`src/rtl/tone_pkg.sv`:
```
// Shared definitions for the note tone generator: note codes, equal-tempered
// frequency table, half-period helper and FSM state type.
package tone_pkg;

    localparam logic [4:0] NOTE_SILENT = 5'd0;
    localparam logic [4:0] NOTE_C4     = 5'd1;
    localparam logic [4:0] NOTE_C5     = 5'd8;
    localparam logic [4:0] NOTE_C6     = 5'd15;
    localparam logic [4:0] NOTE_A6     = 5'd20;
    localparam logic [4:0] NOTE_REST   = 5'd21;

    localparam int NUM_TONES = 20;

    // Frequencies in milli-hertz, equal temperament anchored at C4 = 261.63 Hz.
    localparam longint unsigned FREQ_MHZ [NUM_TONES] = '{
        64'd261630,  64'd293670,  64'd329626,  64'd349234,
        64'd392000,  64'd440008,  64'd493892,
        64'd523260,  64'd587340,  64'd659252,  64'd698468,
        64'd784000,  64'd880015,  64'd987784,
        64'd1046520, 64'd1174680, 64'd1318504, 64'd1396936,
        64'd1568000, 64'd1760030
    };

    typedef enum logic [1:0] {
        ST_IDLE = 2'd0,
        ST_PLAY = 2'd1,
        ST_GAP  = 2'd2
    } tone_state_t;

    function automatic logic is_rest(input logic [4:0] code);
        return (code == NOTE_SILENT) || (code > NOTE_A6);
    endfunction

    // Rounded clock cycles per half period; 0 for rest codes.
    function automatic longint unsigned half_period(input logic [4:0] code,
                                                    input longint unsigned clk_hz);
        logic [4:0]      idx;
        longint unsigned f;
        if (is_rest(code)) return 64'd0;
        idx = code - 5'd1;
        f   = FREQ_MHZ[idx];
        return (clk_hz * 64'd1000 + f) / (64'd2 * f);
    endfunction

endpackage

```
`src/rtl/note_sync.sv`:
```
// Three-flop synchronizer for the sequencer note code plus a stability
// filter: note_q only takes a code seen on two consecutive cycles.
module note_sync (
    input  logic       clk,
    input  logic       rst_n,
    input  logic [4:0] note_code,
    output logic [4:0] note_q
);

    logic [4:0] sync1;
    logic [4:0] sync2;
    logic [4:0] sync3;

    always_ff @(posedge clk or negedge rst_n) begin
        if (!rst_n) begin
            sync1  <= '0;
            sync2  <= '0;
            sync3  <= '0;
            note_q <= '0;
        end else begin
            sync1 <= note_code;
            sync2 <= sync1;
            sync3 <= sync2;
            if ((sync2 == sync3) && (sync2 != note_q))
                note_q <= sync2;
        end
    end

endmodule

```
`src/rtl/note_tone_gen.sv`:
```
// Square-wave speaker driver for sequencer note codes; pitch changes only at
// half-period boundaries. Define NOTE_ARTIC_EN to insert a silent gap between notes.
//
// state   | meaning
// IDLE    | silent, waiting for a non-rest note
// PLAY    | toggling spk every HALF_active cycles
// GAP     | articulation silence between two notes (NOTE_ARTIC_EN only)
module note_tone_gen
    import tone_pkg::*;
#(
    parameter int CLK_HZ    = 50_000_000,
    parameter int ARTIC_CYC = CLK_HZ / 100
) (
    input  logic       clk,
    input  logic       rst_n,
    input  logic [4:0] note_code,
    output logic       spk,
    output logic       playing,
    output logic [4:0] cur_note
);

    localparam longint unsigned HALF_MAX = half_period(NOTE_C4, 64'(CLK_HZ));
    localparam int HW = $clog2(HALF_MAX + 64'd1);
    localparam int GW = $clog2(ARTIC_CYC + 1);
    localparam int CW = (HW > GW) ? HW : GW;

    logic [4:0]    note_q;
    tone_state_t   state;
    logic [CW-1:0] cnt;
    logic [HW-1:0] half_act;
    logic [HW-1:0] half_new;
    logic          at_bound;
    logic [HW-1:0] half_rom [32];

    note_sync u_sync (
        .clk       (clk),
        .rst_n     (rst_n),
        .note_code (note_code),
        .note_q    (note_q)
    );

    // Half-period lookup built at elaboration, one entry per code.
    for (genvar i = 0; i < 32; i++) begin : g_rom
        assign half_rom[i] = HW'(half_period(5'(i), 64'(CLK_HZ)));
    end

    assign half_new = half_rom[note_q];
    assign at_bound = (cnt == CW'(half_act - HW'(1)));
    assign playing  = (state != ST_IDLE);
    assign cur_note = note_q;

`ifdef NOTE_ARTIC_EN
    logic [4:0] act_note;
    logic       gap_end;

    assign gap_end = (cnt == CW'(ARTIC_CYC - 1));
`endif

    always_ff @(posedge clk or negedge rst_n) begin
        if (!rst_n) begin
            state    <= ST_IDLE;
            cnt      <= '0;
            spk      <= 1'b0;
            half_act <= '0;
`ifdef NOTE_ARTIC_EN
            act_note <= '0;
`endif
        end else begin
            case (state)
                ST_IDLE: begin
                    cnt <= '0;
                    spk <= 1'b0;
                    if (!is_rest(note_q)) begin
                        state    <= ST_PLAY;
                        spk      <= 1'b1;
                        half_act <= half_new;
`ifdef NOTE_ARTIC_EN
                        act_note <= note_q;
`endif
                    end
                end
                ST_PLAY: begin
                    if (at_bound) begin
                        cnt <= '0;
                        // A rest always lands low and idle, whichever half just ended.
                        if (is_rest(note_q)) begin
                            state <= ST_IDLE;
                            spk   <= 1'b0;
                        end
`ifdef NOTE_ARTIC_EN
                        else if (note_q != act_note) begin
                            state <= ST_GAP;
                            spk   <= 1'b0;
                        end
`endif
                        else begin
                            spk      <= ~spk;
                            half_act <= half_new;
                        end
                    end else begin
                        cnt <= cnt + CW'(1);
                    end
                end
`ifdef NOTE_ARTIC_EN
                ST_GAP: begin
                    if (gap_end) begin
                        cnt <= '0;
                        if (is_rest(note_q)) begin
                            state <= ST_IDLE;
                        end else begin
                            state    <= ST_PLAY;
                            spk      <= 1'b1;
                            half_act <= half_new;
                            act_note <= note_q;
                        end
                    end else begin
                        cnt <= cnt + CW'(1);
                    end
                end
`endif
                default: begin
                    state <= ST_IDLE;
                    cnt   <= '0;
                    spk   <= 1'b0;
                end
            endcase
        end
    end

endmodule

```
`config.mk`:
```
export PLATFORM = sky130hd
export DESIGN_NAME = note_tone_gen
export DESIGN_NICKNAME = d
export VERILOG_FILES = /design/src/rtl/tone_pkg.sv /design/src/rtl/note_sync.sv /design/src/rtl/note_tone_gen.sv
export SDC_FILE = /design/constraint.sdc
export NUM_CORES = 1
export LEC_CHECK = 0
export BUFFER_PORTS_ARGS = -buffer_cell sky130_fd_sc_hd__buf_4
export CORE_ASPECT_RATIO = 0.7
export CORE_MARGIN = 4
export CORE_UTILIZATION = 60
export DETAILED_ROUTE_END_ITERATION = 16
export PLACE_DENSITY = 0.78
export SETUP_SLACK_MARGIN = 0.2
export SLEW_MARGIN = 20
export SYNTH_ARGS = -nofsm -noshare
export SYNTH_HDL_FRONTEND = slang
export SYNTH_SLANG_ARGS = --single-unit
export TNS_END_PERCENT = 30
```
`constraint.sdc`:
```
create_clock -name clk -period 3.45 [get_ports clk]
set_input_delay 0.1725 -clock clk [delete_from_list [all_inputs] [get_ports clk]]
set_output_delay 0.1725 -clock clk [all_outputs]
set_load 0.01 [all_outputs]
```
### Word-level counts from Yosys, hierarchy flattened

Memory sizes are Yosys's and may differ from the RTL's.
Index checks and enable logic that the tools add are counted.

* memories: 1
* flip-flop bits (word level): 59
* input bits: 7
* bits in read-only memories: 544
* output and inout bits: 7

Memories
* (no name shown): depth 32, width 17, read ports 1, clocked after memory_dff 0, wr ports 0, RTL line note_tone_gen.sv:47 `assign half_new = half_rom[note_q];`

* bitwise operators: 2
* eq/ne operators: 7
* reduce and logical (&&, ||, !) cells: 8
* magnitude comparators: 2
* add/subtract/negate cells: 2
* muxes and demuxes: 15

Operators with widths (number)
* two-way mux 17 bit: 4
* two-way mux 19 bit: 2
* case mux 17 bit (2 select lines): 1
* adder 19 x 1 -> 19 bit (second input constant): 1
* equality test 19 bit: 1
* subtractor 17 x 1 -> 18 bit (second input constant): 1
* greater-or-equal comparator 6 bit (second input constant): 1
* two-way mux 2 bit: 3
* != test 2 bit (second input constant): 3
* NOT 5 -> 6 bit: 1
* equality test 5 bit: 1
* > comparator 5 bit (second input constant): 1
* zero test 5 bit: 1
* != test 5 bit: 1
* case mux 2 bit (2 select lines): 1
* nonzero test 2 bit: 2
* two-way mux 1 bit: 3
* AND reduction 3 bit: 1
* equality test 2 x 1 -> 1 bit (second input constant): 1
* zero test 2 bit: 1
* case mux 1 bit (2 select lines): 1
* AND reduction 2 bit: 1
* logical AND 1 bit: 1
* logical OR 1 bit: 1
* NOT 1 bit: 1

### Depth between registers and ports, before layout

Gate-level depths: netlist of run 1.

* word-level depth: 7
* gate-level depth with buffers: 12

### Hierarchy

From an unflattened synthesis of run 1, not the netlist that was laid out.

* cell total of the unflattened synthesis: 368
* area total of the unflattened synthesis: 3449.6 um2

By module, submodules not included
* note_tone_gen: area an instance 2829.0 um2, cells an instance 336, instances 1
* note_sync: area an instance 620.6 um2, cells an instance 32, instances 1

### Least setup slack after synthesis of run 1

No wires, ideal clock.

* kind: reg2reg
* start point: reg half_act[0]
* end point: reg half_act[16]
* clock period less this slack: 3091 ps
* stages on the path, launching flop included: 13
* setup time: 125 ps
* setup slack: 359 ps
* arrival: 2966 ps
* cells stage by stage: dfrtp_1 inv_1 ha_1 nor4b_4 a31oi_1 a2111o_1 a2111oi_0 and4_1 a41oi_2 or2_1 buf_6 buf_6 mux2_4

* word-level cells in the longest chain between the ends: 4

RTL lines
* start, declared: RTL line note_tone_gen.sv:30 `logic [HW-1:0] half_act;`
* start signal, assigned: RTL line note_tone_gen.sv:76 `half_act <= half_new;`
* start signal, assigned: RTL line note_tone_gen.sv:98 `half_act <= half_new;`
* subtractor 17 x 1 -> 18 bit: RTL line note_tone_gen.sv:48 `assign at_bound = (cnt == CW'(half_act - HW'(1)));`
* equality test 19 bit: RTL line note_tone_gen.sv:48
* != test 2 bit (no source line)
* AND reduction 2 bit (no source line)

Every way passes these cells.
A chain may end at the register's enable or synchronous reset.

### Worst setup path in the final report of run 1

* start point: reg half_act[0]
* end point: reg half_act[11]

Same word-level chain as after synthesis.

==> impl_metrics.py, run 1 <==
metrics = {
    "layout": {
        "area_growth_pct": 11.8,
        "fin_cells": 476,
        "finalNetCount": 412,
        "diodes": 0,
        "fillCellCount": 426,
        "drive_gt1_frac": 0.122,
    },
    "synth": {
        "yosysWarnings": 0,
        "synth_cells": 381,
        "synth_ff_type": "dfrtp_1",
        "synthesis.area_um2": 3630,
        "yosysMostFrequentCell": "dfrtp_1",
        "synth_enable_flop_cells": 0,
        "synth-seq-cells": 58,
        "ys_top_cells_by_count": "dfrtp_1, xnor2_1, nand2_1, nor2_1, o21ai_0",
        "synthArstFlopShare": 1.00,
        "syn_nets": 397,
        "synthDistinctLibCells": 55,
        "syn_avg_cell_area_um2": 9.52,
        "seq_area_frac_synth": 0.400,
        "synth_top_area_frac": 0.400,
        "yosys.area.top_type": "dfrtp_1",
        "yosys-top-cells-area": "dfrtp_1, xnor2_1, xor2_1, and2_1, ha_1",
    },
    "floorplanning": {
        "rows": 23,
        "start_util": 0.627,
        "fp.dieH_um": 73.1,
        "io_pins": 14,
        "core_um2": 5780,
        "die-area_um2": 7380,
        "die_x_um": 101,
    },
    "global_routing": {
        "grt_max_degree": 59,
        "grt_pass1_vias": 2659,
        "grt.total_usage": 0.233,
        "antenna_found_initial": 0,
        "grt_overflow": 0,
        "grt_pass1_wl_um": 13400,
    },
    "clock_network": {
        "cts_made_buffers": 9,
        "cts_sinks": 58,
        "cts_max_level": 3,
        "worstSkewPairLatency_ps": 340,
        "cts_tree": "built",
        "ctsLongestPathBuffers": 2,
        "clkTransAtPathRegs_ps": 80,
        "root_buffer": "clkbuf_8",
    },
    "hold_path": {
        "hold_end": "u_sync.sync2[2]",
        "hold_class": "reg -> reg",
        "min_from": "u_sync.sync1[2]",
        "hold-path-cell-count": 0,
    },
    "sta": {
        "slew_violations": 0,
        "fin_tns_setup_ps": 0,
        "final-setup-viol-count": 0,
        "rsz0062_at_grt": "no",
        "slew_headroom": 0.439,
        "skew_ps": 13.2,
        "worst_pin_slew_ps": 841,
        "timing.final.crit_share": 0.885,
        "fin_crit_ps": 3050,
        "hold_viol": 0,
        "fmax_mhz": 328,
    },
    "drt": {
        "ant_nets": 0,
        "drc": 0,
        "drt_wl_total_um": 7910,
        "wl_met1_um": 3920,
        "met3WireLength_um": 496,
        "vias": 2875,
        "highest_layer": "met4",
        "drt-initial-drc-count": 274,
        "routed_via_density": 6.04,
        "wl_per_cell_um": 16.6,
        "first_pass_iters": 4,
        "wl_met2_um": 3430,
    },
    "critical_path": {
        "r2r_cells": 10,
        "crit_buf_inv": 1,
        "startpoint_type": "flop",
        "worstReg2RegStart": "half_act[0]",
        "slowest_stage": "dfrtp_2",
        "worstSetupEndpointType": "flop",
        "r2r_setup_slack_ps": 400,
        "r2r_end": "half_act[11]",
        "crit_chain": "inv_1 -> ha_1 -> nor4b_4 -> a31oi_1 -> a2111o_1 -> a2111oi_2 -> and4_1 -> a41oi_2 -> or2_4 -> mux2_1",
        "cp.arrival_ps": 3270,
        "slowest_delay_ps": 440,
        "crit_required_ps": 3660,
        "path_delay_family": "compound AO/OA/AOI/OAI gates",
        "worstSetupPathType": "reg -> reg",
        "worstPathMaxFanout": 16,
    },
    "pwr": {
        "powerDensity_nw_per_um2": 914,
        "power_mw": 3.71,
        "peakVddDrop_mv": 0.451,
        "p_leak_nw": 1.78,
    },
    "placed_design": {
        "dp_cells": 453,
        "place.gp.congestion": 0.968,
        "dp_hpwl_um": 5380,
        "portBuffers": 13,
    },
    "run_status": {
        "outcome": "complete, no violations",
    },
    "flow_run": {
        "drv_cap": 0,
    },
}
[metal layers]
layer | global-route usage | vias up
li1 | - | 1393
met1 | 0.356 | 1388
met2 | 0.329 | 88
met3 | 0.0621 | 6
met4 | 0.0605 | 0
met5 | 0 | -
[cells by family after synthesis]
| group | synth area share |
|---|---|
| buffers and inverters | 0.0421 |
| adder cells (fa/ha/maj) | 0.0310 |
| AO/OA/AOI/OAI | 0.144 |
| flip-flops | 0.400 |
| multiplexers | 0.0745 |
| AND/OR/NAND/NOR | 0.212 |
| XOR/XNOR | 0.0966 |
[power breakdown]
part	internal, mW	total [mW]	switching [mW]	leakage [nW]
Sequential	0.821	1.13	0.308	0.732
Combinational	0.862	1.87	1.01	0.935
Clock	0.412	0.707	0.294	0.110
Total	2.09	3.71	1.61	1.78
[placed cells by master, fill, tap and decap left out, types with 3 or more instances in the layout]
cell type       n
nand3_1        18
nor2b_1         4
o22ai_1         5
or3_1           6
a31oi_1         7
nand3b_1        4
a211o_1         3
o211ai_1        7
a211oi_1        3
mux2_4          6
nand2b_1        4
nand2_1        24
buf_4          19
dfrtp_1        57
xor2_1         13
xnor2_1        27
nor3_1          8
inv_1          13
nor2_1         24
and2_1         18
and3_1          4
nor4_1          4
dlygate4sd3_1   6
o21ai_0        20
ha_1            9
clkinv_4        3
a21oi_1        13
mux2i_1         9
mux2_1          7
nand4_1         6
clkbuf_8        9
a21boi_0        3
[flip-flops by register name (all words and copies together), names as in the netlist]
name,count
u_sync.sync3,5
cnt,19
u_sync.note_q,5
spk,1
u_sync.sync2,5
u_sync.sync1,5
state,1
half_act,17
[worst max path at each step]
| stage | from | endpoint | slack (ps) | cells past startpoint |
|---|---|---|---|---|
| 3_3_place_gp | half_act[0] | half_act[7] | 230 | 10 |
| 4_1_cts | half_act[0] | half_act[11] | 270 | 10 |
| 2_1_floorplan | half_act[0] | half_act[16] | 360 | 12 |
| 5_1_grt | half_act[0] | half_act[10] | 220 | 10 |
| 3_5_place_dp | half_act[0] | half_act[9] | 40 | 10 |
| 6_report | half_act[0] | half_act[11] | 400 | 10 |
[metrics by stage]
step	utilization	instance area [µm²]	worst slack, ps	hold WS (ps)
after global placement	0.649	3750	228	274
after CTS	0.699	4040	274	354
final	0.701	4060	398	351
after global routing	0.701	4060	217	360
after floorplan	-	3630	359	-123
after detailed placement	0.649	3750	43.5	281
[repair_timing]
action,CTS,global route
endpoints found under the hold margin,63,0
setup endpoints to repair,15,13
resized for setup,2,3
hold buffers,6,0
setup buffers,0,1
pin swaps,0,1
[final cells by class]
class,count,area [µm²],area share
clock buffers,9,124,0.0305
repair buffers,25,203,0.0500
flip-flops and latches,58,1450,0.358
inverters,13,48.8,0.0120
multi-input cells,289,2030,0.501
clock inverters,7,103,0.0253
well taps,75,93.8,0.0231
No activity file was read; power rests on OpenSTA's default activity.
==> run 2: changes to the inputs <==
--- a/config.mk
+++ b/config.mk
@@ -9,8 +9,9 @@
 export CORE_ASPECT_RATIO = 0.7
 export CORE_MARGIN = 4
 export CORE_UTILIZATION = 60
+export CTS_BUF_LIST = sky130_fd_sc_hd__clkbuf_16
 export DETAILED_ROUTE_END_ITERATION = 16
-export PLACE_DENSITY = 0.78
+export PLACE_DENSITY = 0.79
 export SETUP_SLACK_MARGIN = 0.2
 export SLEW_MARGIN = 20
 export SYNTH_ARGS = -nofsm -noshare
==> impl_metrics.py, run 2 (synthesis results as in run 1) <==
metrics = {
    "run_status": {
        "outcome": "complete, no violations",
    },
    "critical_path": {
        "crit_chain": "inv_1 -> ha_2 -> nor4b_4 -> a31oi_1 -> a2111o_1 -> a2111oi_2 -> and4_1 -> a41oi_2 -> or2_4 -> mux2_1",
        "slowest_stage": "a2111o_1",
        "crit_required_ps": 3650,
        "cp.arrival_ps": 3390,
        "worstSetupEndpointType": "flop",
        "slowest_delay_ps": 420,
        "path_delay_family": "compound AO/OA/AOI/OAI gates",
        "crit_buf_inv": 1,
        "worstSetupPathType": "reg -> reg",
        "startpoint_type": "flop",
        "worstPathMaxFanout": 8,
    },
    "placed_design": {
        "portBuffers": 13,
        "dpl_worst_slack_ps": 111,
        "dp_hpwl_um": 5570,
        "place.gp.congestion": 0.959,
    },
    "layout": {
        "ff_latch_area_um2": 1450,
        "finalNetCount": 414,
        "regMostFlops": "cnt",
        "mostFrequentLayoutCell": "dfrtp_1",
        "fillCellCount": 419,
        "largest_register_ffs": 19,
        "multiInputGateArea_um2": 2040,
        "diodes": 0,
        "final_cell_mix": "dfrtp_1, xnor2_1, nor2_1, nand2_1",
        "finish.utilization": 0.722,
        "top_regs": "cnt: 19 flops, half_act: 17 flops",
        "area_growth_pct": 15.1,
        "drive_gt1_frac": 0.127,
    },
    "clock_network": {
        "cts_sinks": 58,
        "cts_max_level": 3,
        "ctsLongestPathBuffers": 2,
        "cts_tree": "built",
        "worstSkewPairLatency_ps": 330,
        "clkTransAtPathRegs_ps": 50,
        "root_buffer": "clkbuf_16",
        "cts_made_buffers": 9,
    },
    "pwr": {
        "power.share.clock": 0.244,
        "power_mw": 3.98,
        "power.internal_mw": 2.32,
        "p_leak_nw": 1.83,
        "pwr-share-seq": 0.275,
        "powerDensity_nw_per_um2": 953,
        "p_sw_mw": 1.66,
        "peakVddDrop_mv": 0.486,
        "comb_power_share": 0.481,
        "p_sw_frac": 0.418,
    },
    "sta": {
        "rsz0062_at_grt": "yes",
        "final-setup-viol-count": 0,
        "fin_tns_setup_ps": 0,
        "slew_violations": 0,
        "skew_ps": 5.66,
        "layout_setup_ws_ps": 264,
        "worst_pin_slew_ps": 841,
        "slew_headroom": 0.435,
        "hold_viol": 0,
        "fin_crit_ps": 3190,
        "hold_ws_ps": 352,
        "fmax_mhz": 314,
        "timing.final.crit_share": 0.923,
    },
    "floorplanning": {
        "core_um2": 5780,
        "die-area_um2": 7380,
        "fp.dieH_um": 73.1,
        "die_x_um": 101,
        "io_pins": 14,
        "start_util": 0.627,
        "rows": 23,
    },
    "global_routing": {
        "grt_max_degree": 59,
        "grt_overflow": 0,
        "antenna_found_initial": 0,
        "grt_pass1_wl_um": 13600,
        "grt_pass1_vias": 2697,
        "grt.total_usage": 0.241,
    },
    "drt": {
        "drt-initial-drc-count": 331,
        "drt_wl_total_um": 8290,
        "vias": 2959,
        "first_pass_iters": 5,
        "drc": 0,
        "ant_nets": 0,
        "routed_via_density": 6.19,
        "wl_per_cell_um": 17.3,
    },
    "hold_path": {
        "hold_class": "reg -> reg",
    },
    "flow_run": {
        "drv_cap": 0,
    },
}
-- run 2: changes by cell type in the layout (fill, tap and decap cells not counted) --
cell	before	now
buf_4	19	20
clkbuf_16	0	9
clkbuf_8	9	0
clkinv_4	3	1
clkinvlp_4	1	2
dfrtp_1	57	58
dfrtp_2	1	0
ha_1	9	8
ha_2	0	1
inv_6	1	2
or2_4	1	2
-- run 2: power groups by stage --
stage | registers, mW | clock network (mW) | logic, mW
floorplan | 0.991 | 0 | 1.46
global placement | 1.09 | 0 | 1.79
detailed placement | 1.10 | 0 | 1.83
CTS | 1.09 | 0.990 | 1.86
global route | 1.12 | 1.02 | 2.10
finish | 1.09 | 0.971 | 1.91
-- run 2: final cells by class --
type	count	area share
clock inverters	7	0.0243
well taps	75	0.0225
clock buffers	9	0.0539
inverters	13	0.0117
flip-flops and latches	58	0.348
multi-input cells	290	0.490
repair buffers	26	0.0503
-- run 2: metrics by stage --
stage | cell area (µm²) | std cells
finish | 4180 | 478
global route | 4180 | 478
CTS | 4150 | 476
detailed placement | 3760 | 454
global placement | 3760 | 454
floorplan | 3630 | 381
-- run 2: path summary, 6_finish.rpt --
kind                            startpoint               to  slack (ps)  cells past startpoint
max                            half_act[0]      half_act[9]         260                     10
min                        u_sync.sync1[2]  u_sync.sync2[2]         350                      0
max reg2reg                    half_act[0]      half_act[9]         260                     10
min reg2reg                u_sync.sync1[2]  u_sync.sync2[2]         350                      0
max in group asynchronous            rst_n      half_act[8]        2510                      2
min in group asynchronous            rst_n      half_act[1]         430                      2
-- run 2: what timing repair did --
item	in CTS	in global routing
buffers inserted	0	1
gates resized for setup	2	4
endpoints found under the setup margin	12	12
endpoints found under the hold margin	63	0
pin swaps	0	1
hold buffers	6	0
cloned	0	1
-- run 2: metal layers --
layer / share of wire / track usage
met1: 0.47 / 0.353
met2: 0.44 / 0.353
met3: 0.071 / 0.0602
met4: 0.017 / 0.0782
met5: 0 / 0
==> run 3: changes to the inputs <==
--- a/config.mk
+++ b/config.mk
@@ -9,9 +9,8 @@
 export CORE_ASPECT_RATIO = 0.7
 export CORE_MARGIN = 4
 export CORE_UTILIZATION = 60
-export CTS_BUF_LIST = sky130_fd_sc_hd__clkbuf_16
 export DETAILED_ROUTE_END_ITERATION = 16
-export PLACE_DENSITY = 0.79
+export PLACE_DENSITY = 0.76
 export SETUP_SLACK_MARGIN = 0.2
 export SLEW_MARGIN = 20
 export SYNTH_ARGS = -nofsm -noshare
==> impl_metrics.py, run 3 (synthesis results as in run 1) <==
metrics = {
    "run_status": {
        "outcome": "complete, no violations",
    },
    "placed_design": {
        "portBuffers": 13,
        "dp_cells": 455,
        "place.gp.congestion": 0.944,
        "placed_area_um2": 3770,
        "dp_hpwl_um": 5410,
    },
    "global_routing": {
        "grt.total_usage": 0.233,
        "antenna_found_initial": 0,
        "grt_pass1_wl_um": 13300,
        "grt_overflow": 0,
        "grt_max_degree": 59,
        "grt_pass1_vias": 2598,
    },
    "drt": {
        "first_pass_iters": 5,
        "routed_via_density": 6.00,
        "drc": 0,
        "drt_wl_total_um": 7800,
        "vias": 2868,
        "drt-initial-drc-count": 221,
        "wl_per_cell_um": 16.3,
        "ant_nets": 0,
    },
    "critical_path": {
        "slowest_delay_ps": 450,
        "worstSetupEndpointType": "flop",
        "startpoint_type": "flop",
        "slowest_stage": "a2111o_1",
        "worstSetupPathType": "reg -> reg",
        "r2r_cells": 10,
        "cp.arrival_ps": 3350,
        "worstPathMaxFanout": 16,
        "crit_chain": "inv_1 -> ha_1 -> xor2_1 -> o211ai_1 -> a2111o_1 -> a2111oi_2 -> and4_1 -> a41oi_2 -> or2_4 -> mux2_1",
        "crit_required_ps": 3680,
    },
    "floorplanning": {
        "start_util": 0.627,
        "fp.dieH_um": 73.1,
        "rows": 23,
        "die-area_um2": 7380,
        "io_pins": 14,
        "core_um2": 5780,
        "die_x_um": 101,
    },
    "clock_network": {
        "worstSkewPairLatency_ps": 350,
        "cts_sinks": 58,
        "ctsLongestPathBuffers": 2,
        "cts_made_buffers": 9,
        "root_buffer": "clkbuf_8",
        "clkTransAtPathRegs_ps": 70,
        "cts_tree": "built",
        "cts_max_level": 3,
    },
    "sta": {
        "hold_viol": 0,
        "timing.final.crit_share": 0.904,
        "rsz0062_at_grt": "no",
        "skew_ps": 6.76,
        "worst_pin_slew_ps": 817,
        "fin_crit_ps": 3120,
        "fin_tns_setup_ps": 0,
        "final-setup-viol-count": 0,
        "fmax_mhz": 321,
        "slew_violations": 0,
        "slew_headroom": 0.451,
    },
    "flow_run": {
        "drv_cap": 0,
    },
    "hold_path": {
        "hold_class": "reg -> reg",
        "hold-path-cell-count": 0,
    },
    "pwr": {
        "peakVddDrop_mv": 0.401,
        "p_leak_nw": 1.79,
        "powerDensity_nw_per_um2": 913,
    },
    "layout": {
        "finish.utilization": 0.704,
        "mostFrequentLayoutCell": "dfrtp_1",
        "top_regs": "cnt: 19 flops, half_act: 17 flops",
        "final_cell_mix": "dfrtp_1, xnor2_1, nor2_1, nand2_1, buf_4",
        "drive_gt1_frac": 0.124,
        "fillCellCount": 421,
        "area_growth_pct": 12.2,
        "regMostFlops": "cnt",
        "fin_cells": 478,
        "largest_register_ffs": 19,
        "design_area_um2": 4070,
        "finalNetCount": 414,
        "diodes": 0,
    },
}
==> run 3: cell count changes in the layout (fill, tap and decap cells not counted) <==
| cell | before | now |
|---|---|---|
| buf_4 | 20 | 21 |
| clkbuf_16 | 9 | 0 |
| clkbuf_8 | 0 | 9 |
| clkinv_4 | 1 | 3 |
| clkinvlp_4 | 2 | 1 |
| ha_1 | 8 | 9 |
| ha_2 | 1 | 0 |
| inv_6 | 2 | 1 |
| or2_4 | 2 | 1 |
==> run 3: power breakdown <==
part	internal (mW)	total, mW	switching, mW	leakage (nW)
Sequential	0.821	1.09	0.266	0.733
Combinational	0.873	1.91	1.04	0.945
Clock	0.412	0.715	0.303	0.110
Total	2.11	3.72	1.61	1.79
==> run 3: per-stage QoR <==
step | power (mW) | setup slack, ps | hold slack, ps
4_1_cts | 3.67 | 326 | 352
5_1_grt | 3.97 | 200 | 373
3_3_place_gp | 2.89 | 228 | 281
6_report | 3.72 | 330 | 349
2_1_floorplan | 2.45 | 359 | -123
3_5_place_dp | 2.92 | 77.4 | 281
==> run 3: cell type report <==
type	count	area, µm²	area share
Multi-Input combinational cell	289	2030	0.499
Sequential cell	58	1450	0.356
Timing Repair Buffer	27	218	0.0535
Clock buffer	9	124	0.0304
Clock inverter	7	103	0.0252
Tap cell	75	93.8	0.0230
Inverter	13	48.8	0.0120
==> run 3: final timing paths <==
check	endpoint	slack, ps	startpoint
max reg2reg	half_act[11]	330	half_act[0]
max	half_act[11]	330	half_act[0]
min in group asynchronous	cnt[0]	410	rst_n
min	u_sync.sync2[2]	350	u_sync.sync1[2]
max in group asynchronous	cnt[18]	2560	rst_n
min reg2reg	u_sync.sync2[2]	350	u_sync.sync1[2]
==> run 3: layer usage <==
layer  routed length [µm]  share of wire  up-vias  global-route usage
met2                 3320           0.43       84               0.331
li1                     -              -     1402                   -
met1                 3900           0.50     1374               0.346
met3                  501          0.064        8              0.0697
met4                   85          0.011        0              0.0619
met5                    0              0        -                   0
==> run 3: timing repair <==
action	4_1_cts	5_1_grt
hold endpoints to repair	63	0
setup endpoints to repair	12	12
pin swaps	0	0
buffers inserted	0	1
hold buffers	6	0
resized for setup	2	2
gates cloned	0	0
==> run 3: critical path: cells and delay by family, from the launching register on <==
family / cells / cell delay (ps)
compound gates: 4 / 1040
simple gates: 2 / 620
flops: 1 / 410
mux: 1 / 340
fa+ha+maj: 1 / 310
xor+xnor: 1 / 190
buf+inv: 1 / 90
